**config.mk**
```make
export PLATFORM = sky130hd
export DESIGN_NAME = alu_req_arbiter
export DESIGN_NICKNAME = d
export VERILOG_FILES = /design/src/rtl/alu_pkg.sv /design/src/rtl/arb_pick2.sv /design/src/rtl/alu_req_arbiter.sv
export SDC_FILE = /design/constraint.sdc
export NUM_CORES = 1
export LEC_CHECK = 0
export ABC_AREA = 0
export BUFFER_PORTS_ARGS = -buffer_cell sky130_fd_sc_hd__buf_2
export CAP_MARGIN = 10
export CORE_MARGIN = 2
export CORE_UTILIZATION = 32
export DETAILED_ROUTE_END_ITERATION = 8
export PLACE_DENSITY_LB_ADDON = 0.15
export SETUP_SLACK_MARGIN = 0.02
export SLEW_MARGIN = 10
export SYNTH_ARGS = -nofsm -noshare
export SYNTH_HDL_FRONTEND = slang
export SYNTH_SLANG_ARGS = --single-unit
```
**constraint.sdc**
```tcl
create_clock -name clk -period 2.38 [get_ports clk]
set_input_delay 0.595 -clock clk [delete_from_list [all_inputs] [get_ports clk]]
set_output_delay 0.595 -clock clk [all_outputs]
set_load 0.05 [all_outputs]
```
**src/rtl/alu_pkg.sv**
```systemverilog
`default_nettype none
// ============================================================================
//  Module      : alu_pkg
//  Description : Shared types for the ALU request arbiter. It holds the ALU
//                control codes, the arbiter FSM states and the NZCV flags
//                struct.
//  Revision    : 1.0 - initial release
// ============================================================================
package alu_pkg;

    typedef enum logic [2:0] {
        ALU_OP_ADD  = 3'b000,
        ALU_OP_SLL  = 3'b001,
        ALU_OP_SRL  = 3'b010,
        ALU_OP_XOR  = 3'b011,
        ALU_OP_OR   = 3'b100,
        ALU_OP_NOT  = 3'b101,
        ALU_OP_AND  = 3'b110,
        ALU_OP_RSVD = 3'b111
    } alu_op_t;

    typedef enum logic [1:0] {
        IDLE = 2'd0,
        EXEC = 2'd1,
        RESP = 2'd2
    } arb_state_t;

    typedef struct packed {
        logic n;
        logic z;
        logic c;
        logic v;
    } alu_flags_t;

    localparam alu_flags_t C_FLAGS_CLEAR = '0;

endpackage : alu_pkg
`default_nettype wire

```
**src/rtl/arb_pick2.sv**
```systemverilog
`default_nettype none
// ============================================================================
//  Module      : arb_pick2
//  Description : Combinational two-way grant picker.
//                Macro ALU_ARB_RR_EN defined   -> round-robin: when both are
//                                                 valid, pick the requester
//                                                 not granted last.
//                Macro ALU_ARB_RR_EN undefined -> fixed priority: requester 0
//                                                 always wins.
//  Ports       : i_valid0/i_valid1 request valids, i_last last-granted index,
//                o_gnt_vld some request is pending, o_gnt_idx winner index.
//  Revision    : 1.0 - initial release
// ============================================================================
module arb_pick2 (
    input  logic i_valid0,
    input  logic i_valid1,
    input  logic i_last,
    output logic o_gnt_vld,
    output logic o_gnt_idx
);

    assign o_gnt_vld = i_valid0 | i_valid1;

`ifdef ALU_ARB_RR_EN
    // Contention goes to the side that did not win last time; otherwise
    // the only valid side wins.
    assign o_gnt_idx = (i_valid0 & i_valid1) ? ~i_last : ~i_valid0;
`else
    assign o_gnt_idx = ~i_valid0;

    // The pointer input has no role under fixed priority.
    logic w_unused_last;
    assign w_unused_last = i_last;
`endif

endmodule : arb_pick2
`default_nettype wire

```
**src/rtl/alu_req_arbiter.sv**
```systemverilog
`default_nettype none
// ============================================================================
//  Module      : alu_req_arbiter
//  Description : Two-port request arbiter and sequencer for a shared,
//                purely combinational ALU. It runs IDLE -> EXEC -> RESP per
//                operation. A grant latches the operands. EXEC drives them to
//                the ALU and captures the result and flags. RESP holds the
//                response until the granted requester acks.
//  Config      : ALU_ARB_RR_EN defined   -> round-robin arbitration
//                                           (last-grant pointer resets to 1).
//                ALU_ARB_RR_EN undefined -> fixed priority, req0 wins.
//  Ports       : clk/rst            clock, synchronous active-high reset
//                reqX_*             request handshake and operands
//                rspX_valid/ack     per-requester response handshake
//                rsp_result/flags/err shared response payload
//                alu_*              connection to the external ALU
//  Revision    : 1.0 - initial release
// ============================================================================
module alu_req_arbiter
    import alu_pkg::*;
#(
    parameter int width = 8
) (
    input  logic             clk,
    input  logic             rst,

    input  logic             req0_valid,
    output logic             req0_ready,
    input  logic [width-1:0] req0_a,
    input  logic [width-1:0] req0_b,
    input  logic [2:0]       req0_op,
    input  logic             req0_cin,

    input  logic             req1_valid,
    output logic             req1_ready,
    input  logic [width-1:0] req1_a,
    input  logic [width-1:0] req1_b,
    input  logic [2:0]       req1_op,
    input  logic             req1_cin,

    output logic             rsp0_valid,
    input  logic             rsp0_ack,
    output logic             rsp1_valid,
    input  logic             rsp1_ack,
    output logic [width-1:0] rsp_result,
    output logic [3:0]       rsp_flags,
    output logic             rsp_err,

    output logic [width-1:0] alu_a,
    output logic [width-1:0] alu_b,
    output logic [2:0]       alu_control,
    output logic             alu_carryin,
    input  logic [width-1:0] alu_result,
    input  logic             alu_n,
    input  logic             alu_z,
    input  logic             alu_c,
    input  logic             alu_v
);

    arb_state_t       r_state;
    arb_state_t       w_state_nxt;

    logic [width-1:0] r_a;
    logic [width-1:0] r_b;
    alu_op_t          r_op;
    logic             r_cin;
    logic             r_gnt;

    logic [width-1:0] r_result;
    alu_flags_t       r_flags;
    logic             r_err;

    logic             w_gnt_vld;
    logic             w_gnt_idx;
    logic             w_last;
    logic             w_accept;

    // ------------------------------------------------------------------
    // Last-grant pointer
    // ------------------------------------------------------------------
`ifdef ALU_ARB_RR_EN
    logic r_last;

    always_ff @(posedge clk) begin
        if (rst) begin
            r_last <= 1'b1;
        end else if (w_accept) begin
            r_last <= w_gnt_idx;
        end
    end

    assign w_last = r_last;
`else
    assign w_last = 1'b1;
`endif

    arb_pick2 u_pick (
        .i_valid0  (req0_valid),
        .i_valid1  (req1_valid),
        .i_last    (w_last),
        .o_gnt_vld (w_gnt_vld),
        .o_gnt_idx (w_gnt_idx)
    );

    // ------------------------------------------------------------------
    // FSM
    // ------------------------------------------------------------------
    always_ff @(posedge clk) begin
        if (rst) begin
            r_state <= IDLE;
        end else begin
            r_state <= w_state_nxt;
        end
    end

    always_comb begin
        w_state_nxt = r_state;
        w_accept    = 1'b0;
        req0_ready  = 1'b0;
        req1_ready  = 1'b0;
        rsp0_valid  = 1'b0;
        rsp1_valid  = 1'b0;
        case (r_state)
            IDLE: begin
                // Ready depends only on state and the valids. It is held
                // low while reset is asserted.
                if (!rst && w_gnt_vld) begin
                    w_accept    = 1'b1;
                    req0_ready  = ~w_gnt_idx;
                    req1_ready  = w_gnt_idx;
                    w_state_nxt = EXEC;
                end
            end
            EXEC: begin
                w_state_nxt = RESP;
            end
            RESP: begin
                rsp0_valid = ~r_gnt;
                rsp1_valid = r_gnt;
                // The ack on the non-granted port is ignored.
                if (r_gnt ? rsp1_ack : rsp0_ack) begin
                    w_state_nxt = IDLE;
                end
            end
            default: begin
                w_state_nxt = IDLE;
            end
        endcase
    end

    // ------------------------------------------------------------------
    // Operand and response registers
    // ------------------------------------------------------------------
    always_ff @(posedge clk) begin
        if (rst) begin
            r_a      <= '0;
            r_b      <= '0;
            r_op     <= ALU_OP_ADD;
            r_cin    <= 1'b0;
            r_gnt    <= 1'b0;
            r_result <= '0;
            r_flags  <= C_FLAGS_CLEAR;
            r_err    <= 1'b0;
        end else begin
            if (w_accept) begin
                r_gnt <= w_gnt_idx;
                if (w_gnt_idx) begin
                    r_a   <= req1_a;
                    r_b   <= req1_b;
                    r_op  <= alu_op_t'(req1_op);
                    r_cin <= req1_cin;
                end else begin
                    r_a   <= req0_a;
                    r_b   <= req0_b;
                    r_op  <= alu_op_t'(req0_op);
                    r_cin <= req0_cin;
                end
            end
            if (r_state == EXEC) begin
                if (r_op == ALU_OP_RSVD) begin
                    // The ALU output for the reserved code is meaningless,
                    // so the response is reported as an error.
                    r_result <= '0;
                    r_flags  <= C_FLAGS_CLEAR;
                    r_err    <= 1'b1;
                end else begin
                    r_result <= alu_result;
                    r_flags  <= alu_flags_t'({alu_n, alu_z, alu_c, alu_v});
                    r_err    <= 1'b0;
                end
            end
        end
    end

    assign alu_a       = r_a;
    assign alu_b       = r_b;
    assign alu_control = r_op;
    assign alu_carryin = r_cin;

    assign rsp_result  = r_result;
    assign rsp_flags   = r_flags;
    assign rsp_err     = r_err;

endmodule : alu_req_arbiter
`default_nettype wire

```
==> key figures, run 1 <==
Timing
  – Highest Clock Rate: 0.476 GHz
  – Final worst slack: 0.277 ns
  – Final Max Tran Viols: 0
  – Endpoints failing hold: 0
  – WHS: ~0.47 ns
  – RSZ-0062 raised after global routing: false
  – Post-route minimum period: approximately 2.1 ns
  – TNS Setup: 0 ns
  – Final period util: 88.4%
  – Worst Skew: about 0.0045 ns
  – # setup viols final: 0
  – Tightest Pin Transition: between 0.7 and 0.8 ns
  – Slew HR: about half

Floorplan
  – Initial Util: around 33%
  – CORE AREA: between 0.005 and 0.006 mm2
  – Ports: 95
  – Site Rows: 26
  – Die Y: between 70 and 80 um
  – Die ar.: 0.00569 mm2
  – Die Wd: about 75 um

Routing
  – Mean routed wirelength per cell: roughly 13 um
  – Routed vias: 1,404
  – Vias per cell: approximately 4.6
  – Total wire length: 4060 um
  – Detailed Route Iter0 Violations: 46
  – First-pass DRT Iterations: 4
  – Routed Antenna Nets: 0
  – Residual DRC: 0

Critical path
  – Slowest CP cell: dfxtp_1
  – Worst r2r path cells: 3
  – Max incr delay on CP: about 0.36 ns
  – FF-to-FF End: rsp_result[5]
  – CP Max Fanout: 6
  – Critical Path Start Type: flip-flop
  – Reg2reg start: r_state[0]
  – WP data arrival: roughly 1.5 ns
  – CP Cell Sequence: nor3_4, and2_4, nor2b_2, buf_2
  – Reg2Reg Setup Slack: ~0.83 ns
  – Worst setup EP type: output pin
  – Worst Path Required: 1.78 ns
  – Crit Path Category: reg -> out

Power
  – Comb power frac: a little under a third
  – Switching share of power: between 30% and 40%
  – Pleak: between 1 and 1.5 nW
  – Pwr dens: approximately 720 mW/mm2
  – Worst vdd ir: 0.359 mV
  – P_sw: around 0.57 mW
  – Tot Pwr: 1.62 mW
  – Flop pwr share: 42.3%
  – Clock power share: 27.5%
  – Cell Int Power: ~1.1 mW

Final layout
  – Layout cell share with drive strength beyond 1: about three fifths
  – Filler cells: 509
  – Nets@finish: a little under 300
  – Util after Layout: 45.2%
  – Post-route insts no fill: 307
  – Post-route cell area: between 0.002 and 0.0025 mm2
  – ANT cells: 0
  – Area Growth Syn to Fin: 38.5%

CTS
  – Clock-pin slew on the worst setup and hold paths: roughly 0.07 ns
  – CTS resizes: 0
  – Clk sinks: 36
  – Postcts setup bufs: 0
  – Clock H-tree levels: 2
  – Hold-fix buffers, CTS: 0
  – CTS root buf: clkbuf_8
  – Skew-Pair Late Insertion Delay: about 0.28 ns
  – CTS max path bufs: 2
  – CTS buffer count: 5
  – CTS tree: built

Flow run
  – Max Cap Viol: 0

Status
  – Status: completed

Global routing
  – First-pass GRT wire length: roughly 6100 um
  – Initial antenna violation count: 0
  – Total congestion overflow: 0
  – Largest net degree at the start of global routing: 26
  – Vias in the first global route: 1,273
  – Gr usage total: 14.5%

Logic synthesis
  – Synth warn: 0
  – Mean Syn Cell Area: 11.6 um2
  – Synth area leaders: dfxtp_1 (44%), a211oi_2 (15%), mux2i_1 (13%)
  – #FFs+latches synth: 36
  – Cell area after synthesis: 0.00163 mm2
  – Synth Instances: approximately 140
  – Yosys cell types: 21
  – Area leader, netlist: dfxtp_1
  – Top-area cell type share of the netlist area: around 44%
  – Syn Nets: ~200
  – Part of the Yosys area used for sequential elements: 44.1%

Hold path
  – Hold Crit Class: reg -> reg
  – Hold Crit Endpoint: rsp_result[0]
  – HP Start: rsp_result[0]
  – Worst Hold Depth: 1

Place
  – Port buffer count: 94
  – Post-DP HPWL: around 2800 um
  – Placed instance area: around 0.0022 mm2
  – GPL Wtd Cong: approximately 0.7
  – Cells after DPL: 299
  – Setup Slack @ Placement: around 0.28 ns
## critical path: cells and delay by family, from the launching register on
kind                   cells  cell delay [ns]
buffers and inverters      1             0.26
DFF                        1             0.36
and+or+nand+nor            3             0.62
## routing by layer
layer,share of wire [%],track usage (%),vias to the layer above
li1,-,-,718
met1,47,19.7,632
met4,1.3,5.26,0
met2,45,21.5,50
met5,0,0,-
met3,7.2,4.89,4
## cell type report
cell class / instances / area [um2] / area share [%]
Clock buffer: 8 / 90.1 / 3.98
Multi-Input combinational cell: 91 / 835 / 36.9
Sequential cell: 36 / 721 / 31.8
Timing Repair Buffer: 102 / 531 / 23.4
Tap cell: 70 / 87.6 / 3.87
## kinds of logic after synthesis
logic type | count (synthesis) | synth area share [%]
buffers and inverters | 14 | 4.98
and+or+nand+nor | 15 | 6.97
DFF | 36 | 44.1
AOI/OAI and AO/OA | 54 | 30.5
muxes | 22 | 13.5
## cells in the final DEF (no fill, tap or decap)
cell type	n
a211oi_1	1
nor3b_2	1
nor2b_1	2
and3_1	1
or2_4	1
nor2b_2	1
buf_2	94
nor3_1	1
nor2b_4	1
buf_4	8
nor3_4	1
nor2_1	3
and2_4	1
mux2i_1	22
clkbuf_8	6
a211oi_2	19
and2_1	2
a22o_1	12
a21oi_2	10
clkbuf_1	2
dfxtp_1	36
a21oi_1	12
## worst max path at each step
| stage | start | endpoint | depth (start not counted) |
|---|---|---|---|
| final | r_state[1] | req1_ready | 4 |
| after global routing | r_state[1] | req1_ready | 4 |
| after CTS | r_state[1] | req1_ready | 4 |
| after detailed placement | rst | req1_ready | 5 |
| after global placement | rst | req1_ready | 5 |
| after floorplan | rst | req1_ready | 4 |
## registers in the layout, summed over array words and instances, names as in the netlist
signal       count
alu_a            8
alu_b            8
alu_carryin      1
alu_control      3
r_gnt            1
r_state          2
rsp_err          1
rsp_flags        4
rsp_result       8
## power by group through the flow
stage	clock [mW]	sequential, mW	combinational (mW)
2_1_floorplan	0	0.865	0.204
3_3_place_gp	0	0.702	0.493
3_5_place_dp	0	0.700	0.497
4_1_cts	0.468	0.687	0.498
5_1_grt	0.490	0.694	0.530
6_report	0.446	0.687	0.491
## Yosys cell counts
cell type and count:
nor2b_4 1, buf_6 2, and3_1 1, a22o_1 12
and2_4 1, buf_2 8, a211oi_1 1, a21oi_1 12
a211oi_2 19, dfxtp_1 36, mux2i_1 22, a21oi_2 10
nor3b_2 1, buf_4 1, clkbuf_1 3, nor2b_1 3
nor3_1 1, nor2_1 3, nor3_4 1, or2_4 1
and2_1 2
Power figures use the tool's default switching activity.
==> run 2: changes to the inputs <==
--- a/config.mk
+++ b/config.mk
@@ -16,4 +16,5 @@
 export SLEW_MARGIN = 10
 export SYNTH_ARGS = -nofsm -noshare
 export SYNTH_HDL_FRONTEND = slang
+export SYNTH_HIERARCHICAL = 1
 export SYNTH_SLANG_ARGS = --single-unit
==> run 2 against run 1 <==
Compared with the run above:
- synthesized cell count decreased by 1.4%
- global-route usage decreased by 1.6 points
- power decreased by 3.5%
- critical endpoint unchanged
- critical path depth increased by 1
- first-iteration DRC count decreased by 57%
- clock power decreased by 3%
- via count decreased by 5.3%
==> key figures, run 2 <==
Floorplan
  – Site Rows: 25 (was 26)
  – Die Wd: 73.5 um (was 75.5 um)
  – CORE AREA: 0.00469 mm2 (was 0.00501 mm2)
  – Ports: 95 (unchanged)
  – Initial Util: 33.0% (was 32.6%)
  – Die ar.: 0.00541 mm2 (was 0.00569 mm2)
  – Die Y: 73.5 um (was 75.5 um)

Timing
  – RSZ-0062 raised after global routing: false (unchanged)
  – TNS Setup: 0 ns (unchanged)
  – Final period util: 87.0% (was 88.4%)
  – Post-route minimum period: 2.07 ns (was 2.10 ns)
  – # setup viols final: 0 (unchanged)
  – Worst Skew: 0.00155 ns (was 0.00446 ns)
  – Endpoints failing hold: 0 (unchanged)
  – Final worst slack: 0.310 ns (was 0.277 ns)
  – Highest Clock Rate: 0.483 GHz (was 0.476 GHz)
  – WHS: 0.469 ns (was 0.471 ns)
  – Slew HR: 67.9% (was 49.2%)
  – Tightest Pin Transition: 0.481 ns (was 0.758 ns)
  – Final Max Tran Viols: 0 (unchanged)

Power
  – Worst vdd ir: 0.368 mV (was 0.359 mV)
  – Flop pwr share: 43.5% (was 42.3%)
  – Comb power frac: 29.0% (was 30.2%)
  – P_sw: 0.536 mW (was 0.569 mW)
  – Pwr dens: 727 mW/mm2 (was 718 mW/mm2)
  – Switching share of power: 34.2% (was 35.0%)
  – Cell Int Power: 1.03 mW (was 1.06 mW)
  – Tot Pwr: 1.57 mW (was 1.62 mW)
  – Pleak: 1.08 nW (about the same)
  – Clock power share: 27.6% (was 27.5%)

CTS
  – Clk sinks: 36 (unchanged)
  – Clock H-tree levels: 2 (unchanged)
  – Clock-pin slew on the worst setup and hold paths: 0.07 ns (about the same)
  – CTS resizes: 0 (unchanged)
  – Skew-Pair Late Insertion Delay: 0.28 ns (about the same)
  – CTS max path bufs: 2 (unchanged)
  – CTS tree: built (unchanged)
  – Postcts setup bufs: 0 (unchanged)
  – CTS root buf: clkbuf_8 (unchanged)
  – Hold-fix buffers, CTS: 0 (unchanged)
  – CTS buffer count: 5 (unchanged)

Critical path
  – FF-to-FF End: r_gnt (was rsp_result[5])
  – Max incr delay on CP: 0.26 ns (was 0.36 ns)
  – WP data arrival: 1.48 ns (was 1.51 ns)
  – CP Max Fanout: 3 (was 6)
  – Reg2reg start: r_state[0] (unchanged)
  – Critical Path Start Type: primary input (was flip-flop)
  – Reg2Reg Setup Slack: 0.79 ns (was 0.83 ns)
  – Slowest CP cell: nor4b_4 (was dfxtp_1)
  – WP depth: 5 (was 4)
  – Crit Path Category: in -> out (was reg -> out)
  – Worst Setup SP: req0_valid (was r_state[1])
  – Crit path max-delay family: simple AND/OR/NAND/NOR gates (unchanged)
  – Worst path most repeated cell: buf_2
  – Worst Path Required: 1.78 ns (about the same)
  – CP Cell Sequence: buf_2, or2_1, nor4b_4, and2_2, buf_2 (was nor3_4, and2_4, nor2b_2, buf_2)
  – CP Capture Point: req1_ready (unchanged)
  – Worst path buffer plus inverter count: 2 (was 1)
  – Worst setup EP type: output pin (unchanged)
  – Worst r2r path cells: 4 (was 3)

Routing
  – Vias per cell: 4.60 (was 4.57)
  – Mean routed wirelength per cell: 12.1 um (was 13.2 um)
  – Routed Antenna Nets: 0 (unchanged)
  – Total wire length: 3490 um (was 4060 um)
  – Routed vias: 1,330 (was 1,404)
  – First-pass DRT Iterations: 4 (unchanged)
  – Residual DRC: 0 (unchanged)
  – Detailed Route Iter0 Violations: 20 (was 46)

Final layout
  – ANT cells: 0 (unchanged)
  – Most common cell after layout, fill and taps aside: buf_2 (unchanged)
  – Nets@finish: 292 (was 294)
  – Layout cell share with drive strength beyond 1: 54.5% (was 60.3%)
  – Most frequent cells in the layout: buf_2 (94), dfxtp_1 (36), nor2_1 (24), mux2i_1 (23), a211oi_2 (17) (was buf_2 (94), dfxtp_1 (36), mux2i_1 (22), a211oi_2 (19))
  – Area Growth Syn to Fin: 39.5% (was 38.5%)

Global routing
  – Largest net degree at the start of global routing: 43 (was 26)
  – Initial antenna violation count: 0 (unchanged)
  – Gr usage total: 12.9% (was 14.5%)
  – Vias in the first global route: 1,217 (was 1,273)
  – Total congestion overflow: 0 (unchanged)
  – First-pass GRT wire length: 5350 um (was 6120 um)

Logic synthesis
  – Synth Instances: 139 (was 141)
  – Mean Syn Cell Area: 11.1 um2 (was 11.6 um2)
  – Cell area after synthesis: 0.00155 mm2 (was 0.00163 mm2)
  – Synth warn: 6 (was 0)
  – Syn Nets: 197 (was 199)

Place
  – Setup Slack @ Placement: 0.293 ns (was 0.278 ns)
  – Port buffer count: 94 (unchanged)
  – GPL Wtd Cong: 0.675 (was 0.698)
  – Post-DP HPWL: 2640 um (was 2840 um)

Status
  – Status: completed (unchanged)

Hold path
  – HP Start: rsp_result[4] (was rsp_result[0])
  – Hold Crit Class: reg -> reg (unchanged)

Flow run
  – Max Cap Viol: 0 (unchanged)
run 2: area by class of cell:
cell class	instances	area (um2)
tap	54	67.6
clock buffer	6	82.6
inverter	1	3.75
clock inverter	2	10.0
multi-input combinational	90	757
fill	465	2530
sequential	36	721
timing repair buffer	100	515
run 2: through the flow:
stage / instance area [um2] / std cells / utilization (%)
floorplan: 1560 / 139 / -
global placement: 2060 / 281 / 44.0
detailed placement: 2060 / 281 / 44.0
CTS: 2160 / 289 / 46.0
global route: 2160 / 289 / 46.0
finish: 2160 / 289 / 46.0
run 2: worst min-delay path by stage:
stage,slack [ns],end,depth (start not counted)
6_report,0.47,rsp_result[4],1
5_1_grt,0.49,rsp_flags[3],1
4_1_cts,0.47,rsp_result[4],1
3_5_place_dp,0.45,rsp_result[6],1
3_3_place_gp,0.45,rsp_flags[0],1
2_1_floorplan,0.52,r_gnt,2
run 2: power by group through the flow:
stage               combinational, mW  sequential [mW]  clock [mW]
floorplan                       0.179            0.860           0
global placement                0.458            0.694           0
detailed placement              0.460            0.695           0
CTS                             0.461            0.682       0.453
global route                    0.485            0.689       0.476
finish                          0.454            0.682       0.432
run 2: layer usage:
layer | share of wire [%] | vias up | global-route usage [%]
met2 | 44 | 56 | 20.9
met4 | 1.4 | 0 | 4.85
met1 | 46 | 582 | 15.5
met3 | 8.7 | 5 | 4.94
met5 | 0 | - | 0
li1 | - | 687 | -
